$ cat config.mk
export PLATFORM = sky130hd
export DESIGN_NAME = serial_subtractor_4bit
export DESIGN_NICKNAME = d
export VERILOG_FILES = /design/src/rtl/sub_pkg.sv /design/src/rtl/full_subtractor.sv /design/src/rtl/serial_subtractor_4bit.sv
export SDC_FILE = /design/constraint.sdc
export NUM_CORES = 1
export LEC_CHECK = 0
export CAP_MARGIN = 20
export CORE_MARGIN = 10
export CORE_UTILIZATION = 49
export DETAILED_ROUTE_END_ITERATION = 6
export PLACE_DENSITY = 0.75
export SYNTH_ARGS = -nofsm -noshare
export SYNTH_HDL_FRONTEND = slang
export SYNTH_SLANG_ARGS = --single-unit
$ cat constraint.sdc
create_clock -name clk -period 1.5 [get_ports clk]
set_input_delay 0.15 -clock clk [delete_from_list [all_inputs] [get_ports clk]]
set_output_delay 0.15 -clock clk [all_outputs]
set_load 0.1 [all_outputs]
$ cat src/rtl/sub_pkg.sv
// Shared definitions for the bit-serial subtractor: FSM state encoding and default operand width.
package sub_pkg;
  localparam int SUB_WIDTH = 4;

  typedef enum logic [1:0] {
    IDLE = 2'd0,
    RUN  = 2'd1,
    DONE = 2'd2
  } state_e;
endpackage

$ cat src/rtl/full_subtractor.sv
// One-bit full subtractor: d = a - b - bin, with borrow out.
module full_subtractor (
  input  logic a,
  input  logic b,
  input  logic bin,
  output logic d,
  output logic bout
);
  assign d    = a ^ b ^ bin;
  assign bout = (~a & b) | (~(a ^ b) & bin);
endmodule

$ cat src/rtl/serial_subtractor_4bit.sv
// Bit-serial subtractor: diff = in1 - in2 - borrow_in, LSB first, one bit per clock.
// Optional signed-overflow flag output enabled by defining SUB_SIGNED_OVF_EN.
module serial_subtractor_4bit
  import sub_pkg::*;
#(
  parameter  int WIDTH = SUB_WIDTH,
  localparam int CNT_W = $clog2(WIDTH) + 1
) (
  input  logic             clk,
  input  logic             rst_n,
  input  logic             in_valid,
  output logic             in_ready,
  input  logic [WIDTH-1:0] in1,
  input  logic [WIDTH-1:0] in2,
  input  logic             borrow_in,
  output logic             out_valid,
  input  logic             out_ready,
  output logic [WIDTH-1:0] diff,
  output logic             borrow_out,
`ifdef SUB_SIGNED_OVF_EN
  output logic             ovf,
`endif
  output logic             busy
);

  localparam logic [CNT_W-1:0] LAST_BIT = CNT_W'(WIDTH - 1);

  state_e           state;
  logic [WIDTH-1:0] in1_sr;
  logic [WIDTH-1:0] in2_sr;
  logic             borrow_q;
  logic [CNT_W-1:0] cnt;
  logic             fs_d;
  logic             fs_bo;

`ifdef SUB_SIGNED_OVF_EN
  logic             a_msb;
  logic             b_msb;
`endif

  full_subtractor u_fs (
    .a    (in1_sr[0]),
    .b    (in2_sr[0]),
    .bin  (borrow_q),
    .d    (fs_d),
    .bout (fs_bo)
  );

  always_ff @(posedge clk or negedge rst_n) begin
    if (!rst_n) begin
      state      <= IDLE;
      in_ready   <= 1'b0;
      out_valid  <= 1'b0;
      busy       <= 1'b0;
      diff       <= '0;
      borrow_out <= 1'b0;
      in1_sr     <= '0;
      in2_sr     <= '0;
      borrow_q   <= 1'b0;
      cnt        <= '0;
`ifdef SUB_SIGNED_OVF_EN
      a_msb      <= 1'b0;
      b_msb      <= 1'b0;
      ovf        <= 1'b0;
`endif
    end else begin
      case (state)
        IDLE: begin
          if (in_valid && in_ready) begin
            in1_sr   <= in1;
            in2_sr   <= in2;
            borrow_q <= borrow_in;
            diff     <= '0;
            cnt      <= '0;
            in_ready <= 1'b0;
            busy     <= 1'b1;
            state    <= RUN;
`ifdef SUB_SIGNED_OVF_EN
            a_msb    <= in1[WIDTH-1];
            b_msb    <= in2[WIDTH-1];
            ovf      <= 1'b0;
`endif
          end else begin
            // First cycle after reset release lands here with in_ready still low.
            in_ready <= 1'b1;
          end
        end

        RUN: begin
          // New bit enters at the MSB so bit 0 ends up at diff[0] after WIDTH shifts.
          diff     <= {fs_d, diff[WIDTH-1:1]};
          in1_sr   <= in1_sr >> 1;
          in2_sr   <= in2_sr >> 1;
          borrow_q <= fs_bo;
          cnt      <= cnt + CNT_W'(1);
          if (cnt == LAST_BIT) begin
            state      <= DONE;
            busy       <= 1'b0;
            out_valid  <= 1'b1;
            borrow_out <= fs_bo;
`ifdef SUB_SIGNED_OVF_EN
            // fs_d is the result sign bit on the final step.
            ovf        <= (a_msb != b_msb) && (fs_d != a_msb);
`endif
          end
        end

        DONE: begin
          if (out_ready) begin
            out_valid <= 1'b0;
            in_ready  <= 1'b1;
            state     <= IDLE;
`ifdef SUB_SIGNED_OVF_EN
            ovf       <= 1'b0;
`endif
          end
        end

        default: begin
          state     <= IDLE;
          in_ready  <= 1'b0;
          out_valid <= 1'b0;
          busy      <= 1'b0;
        end
      endcase
    end
  end

endmodule

==> Word-level counts from Yosys, hierarchy flattened <==
Cells that the tools add are included.
{ "totals": {"register_bits": 22, "latch_bits": 0, "mem_bits_rw": 0, "rom_bits": 0, "in_bits": 13, "word_cells": 59, "n_memories": 0} }
{ "classes": {"add_sub_neg": 1, "multipliers": 0, "div": 0, "order_cmp": 0, "eq_ne": 6, "n_shift": 0, "n_mux": 23, "bitwise": 10, "n_reduce_logical": 9} }
{ "ops": {"columns": ["cell", "count"], "rows": [
  ["$pmux W4 S2", 3],
  ["$mux W4", 3],
  ["$pmux W1 S3", 3],
  ["$reduce_and A3 Y1", 3],
  ["$mux W1", 7],
  ["$mux W2", 3],
  ["$ne A2 B2 Y1 const B", 3],
  ["$pmux W2 S3", 1],
  ["$pmux W3 S2", 1],
  ["$reduce_and A2 Y1", 3],
  ["$not A1 Y1", 5],
  ["$add A3 B1 Y3 const B", 1],
  ["$eq A3 B2 Y1 const B", 1],
  ["$mux W3", 1],
  ["$and A1 B1 Y1", 2],
  ["$eq A2 B1 Y1 const B", 1],
  ["$eq A2 B2 Y1 const B", 1],
  ["$logic_not A2 Y1", 1],
  ["$pmux W1 S2", 1],
  ["$reduce_bool A2 Y1", 1],
  ["$xor A1 B1 Y1", 2],
  ["$logic_and A1 B1 Y1", 1],
  ["$or A1 B1 Y1", 1]
]} }

==> Depth between registers and ports, before layout <==
{ "depth": {"depth_word": 5, "depth_mapped": 5, "ltp_nobuf": 5} }

==> Cells and area by module <==
Synthesis repeated with hierarchy kept, for this count alone.
{ "unflattened": {"cells_unflattened": 92, "area_unflattened_um2": 1016.0} }
{ "by_module_without_submodules": {"columns": ["module", "n_inst", "cells_per_inst", "area_each_um2", "seq_area_each_um2"], "rows": [
  ["serial_subtractor_4bit", 1, 88, 984.7, 550.5],
  ["full_subtractor", 1, 4, 31.3, 0.0]
]} }

==> Least setup slack after synthesis <==
OpenSTA, ideal clock, no wires.
{ "synth_path": {"path_kind": "register to register", "from": "register in_ready", "to": "register diff[3]", "arrival_ns": 1.756, "required_ns": 1.377, "path_slack_ns": -0.379, "stages_incl_launch_ff": 5, "n_path_buf": 1, "period_less_slack_ns": 1.879, "cell_sequence": "dfrtp_1 -> a21oi_2 -> or2_4 -> buf_6 -> a22o_1"} }
{ "synth_between": {"elab_chain_cells": 3} }
{ "synth_rtl": {"columns": ["item", "line_no", "text"], "rows": [
  ["start, declared", "serial_subtractor_4bit.sv:12", "output logic in_ready,"],
  ["start signal, assigned", "serial_subtractor_4bit.sv:52", "in_ready <= 1'b0;"],
  ["start signal, assigned", "serial_subtractor_4bit.sv:75", "in_ready <= 1'b0;"],
  ["start signal, assigned", "serial_subtractor_4bit.sv:85", "in_ready <= 1'b1;"],
  ["$logic_and A1 B1 Y1", "serial_subtractor_4bit.sv:69", "if (in_valid && in_ready) begin"],
  ["$ne A2 B2 Y1 (no source line)", null, null],
  ["$reduce_and A2 Y1 (no source line)", null, null],
  ["end signal, assigned", "serial_subtractor_4bit.sv:91", "diff <= {fs_d, diff[WIDTH-1:1]};"],
  ["end, declared", "serial_subtractor_4bit.sv:18", "output logic [WIDTH-1:0] diff,"]
]} }
No other way between the ends.
A chain may end at the register's enable or synchronous reset.

==> Worst setup path in the final report <==
{ "layout_path": {"from": "register borrow_q", "to": "register borrow_q"} }
{ "layout_between": {"elab_chain_cells": 3} }
{ "layout_rtl": {"columns": ["item", "line_no", "text"], "rows": [
  ["start, declared", "serial_subtractor_4bit.sv:31", "logic borrow_q;"],
  ["start signal, assigned", "serial_subtractor_4bit.sv:72", "borrow_q <= borrow_in;"],
  ["start signal, assigned", "serial_subtractor_4bit.sv:94", "borrow_q <= fs_bo;"],
  ["$and A1 B1 Y1", "full_subtractor.sv:10", "assign bout = (~a & b) | (~(a ^ b) & bin);"],
  ["$or A1 B1 Y1", "full_subtractor.sv:10", null],
  ["$pmux W1 S2", "serial_subtractor_4bit.sv:67", "case (state)"]
]} }
No other way between the ends.

==> results.toml <==
[clocking]
clkTransAtPathRegs_ns = 0.12
htreeDepth = 1
cts_resized = 0
cts_setup_buffers = 0
cts_tree = "yes"
cts_inserted_buffers = 3
clockRootBuffer = "clkbuf_4"
cts_buffer_depth = 2
holdBufCountCts = 0
clk_latency_ns = 0.30
cts_sinks = 22

[yosys]
ys_top_cells_by_area = "dfrtp_1, o21ai_0, mux2i_1, a22o_1, o21ai_1"
async_flop_share_pct = 100
synthTopCellsByCount = "dfrtp_1, o21ai_0, o21ai_1"
synth-warning-count = 0
synth_mux_area_share_pct = 7.04
syn_nets = 109
synth_edf_count = 0
syn_area_per_cell_um2 = 10.9
synth-seq-cells = 22
seq_area_frac_synth_pct = 54.3
yosys.cell_count.top_type = "dfrtp_1"
synthXorXnorAreaFrac_pct = 0
synthFlopType = "dfrtp_1"
synthCells = 93
synthesis.area_mm2 = 0.00101
synth_compound_area_share_pct = 20.6
synthDistinctLibCells = 26
yosys.area.top_type = "dfrtp_1"
synth_adder_area_share_pct = 4.44
synth_top_family_by_area = "compound AO/OA/AOI/OAI gates"
synth-simple-area-share_pct = 9.51
synth_top_area_share_pct = 54.3

[worst_setup_path]
path_class = "reg2reg"
endpoint_kind = "flop"
crit_fanout = 2
worstSetupStartpointType = "flop"
cp_data_arrival_time_ns = 1.52
crit_required_ns = 1.74

[route]
routed_wl_um = 2150
via_count = 765
ant_nets = 0
drtIter0Drc = 26
drt-vias-per-instance = 5.35
drc = 0
drtPass1Iterations = 4
routedWlPerCell_um = 15.0

[final_layout]
fillCellCount = 156
diodes = 0
fin_util_pct = 69.2
stdcell_count = 143
area_delta_synth_final_pct = 34.0
drive_above_1_share_pct = 16.4
layout.nets = 133
regArea_um2 = 554
multi_input_area_um2 = 422

[global_route]
antenna_found_initial = 0
use_met1_pct = 13.7
grt_util_all_layers_pct = 11.0
top_usage_layer = "met2"
use_met3_pct = 3.90
globalRouteMet2Util_pct = 16.7
grt_pass1_wl_um = 3770
grt_remaining_overflow = 0
grt_max_degree = 23
grt_pass1_vias = 816

[floorplanning]
rows = 16
io-pin-count = 21
die_x_um = 65.5
die-area_mm2 = 0.00429
design.core.area_mm2 = 0.00196
die_y_um = 65.5
initial_utilization_pct = 51.7

[status]
outcome = "finished clean"

[min_path]
hold_path_class = "in2async"

[timing]
slew_violations = 0
rsz0062_at_grt = "false"
fin_crit_sh_pct = 85.1
final.setup.tns_ns = 0
fin_ws_ns = 0.224
hold_viol_final = 0
finalSetupViolations = 0
worst_slew_pin_slew_ns = 0.499
period_minus_slack_ns = 1.28
slew-limit-headroom_pct = 66.8
clock_skew_ns = 0.00678
fmax_mhz = 783

[placement]
gp_congestion = 0.771
io_buffer_count = 20
hpwl_um = 1640
dp_cells = 139
dp_slack_ns = 0.145

[run]
cap_violations = 0
[kinds of logic (layout without fill, tap and decap cells)]
family,Yosys count,after routing
compound gates,35,35
fa+ha+maj,3,3
buf+inv,8,31
flops,22,22
mux,7,7
simple gates,18,18
[critical path, stage by stage (launching register included)]
cell	delay, ns
dfrtp_1	0.36
inv_1	0.06
fa_1	0.42
nor3b_1	0.19
a21oi_1	0.06
o21ai_1	0.12
[worst paths after layout]
check	cells past startpoint	slack, ns	to	from
setup / recovery	5	0.22	borrow_q$_DFFE_PN0P_	borrow_q$_DFFE_PN0P_
hold / removal	2	0.18	in1_sr[1]$_DFFE_PN0P_	rst_n
setup reg to reg	5	0.22	borrow_q$_DFFE_PN0P_	borrow_q$_DFFE_PN0P_
hold reg to reg	1	0.51	cnt[2]$_DFFE_PN0P_	cnt[2]$_DFFE_PN0P_
max in group asynchronous	2	1.08	in_ready$_DFFE_PN0P_	rst_n
min in group clk	3	0.48	in1_sr[1]$_DFFE_PN0P_	in1[1]
[cells in the final DEF (no fill, tap or decap), types with 2 or more instances in the layout]
cell             Yosys  layout
mux2i_1              6       6
clkbuf_4             0       3
nand2b_1             2       2
nand3b_1             2       2
nor2_1               4       4
ha_1                 2       2
buf_12               0       8
a22o_1               5       5
clkdlybuf4s50_1      0      12
dfrtp_1             22      21
inv_1                3       3
a21oi_1              2       2
o21ai_0             16      16
buf_4                0       4
o21ai_1              7       7
nand2_1              6       6
a22oi_1              2       2
[stage by stage]
step	hold slack, ns	cell area [µm²]
2_1_floorplan	-0.146	1020
3_5_place_dp	0.478	1330
5_1_grt	0.195	1360
3_3_place_gp	0.473	1330
6_report	0.182	1360
4_1_cts	0.190	1360
[cell type report]
| class | instances | share of cell area [%] |
|---|---|---|
| inverter | 3 | 0.829 |
| clock buffer | 4 | 1.94 |
| multi-input combinational | 63 | 31.1 |
| tap | 27 | 2.49 |
| sequential | 22 | 40.8 |
| timing repair buffer | 24 | 22.9 |
[flip-flops by register name, summed over array words and instances, names as in the netlist]
| register | count |
|---|---|
| borrow_out | 1 |
| in_ready | 1 |
| in2_sr | 4 |
| state | 2 |
| cnt | 3 |
| busy | 1 |
| in1_sr | 4 |
| diff | 4 |
| out_valid | 1 |
| borrow_q | 1 |
[per-layer routing]
layer	vias up	part of all wire [%]
met5	-	0
met4	0	1.0
met3	2	6.3
met2	19	48
met1	370	45
li1	374	-
Power is left out: the tool's default activity adds up to more than one toggle a clock period on the data nets, which glitch-free logic cannot reach.
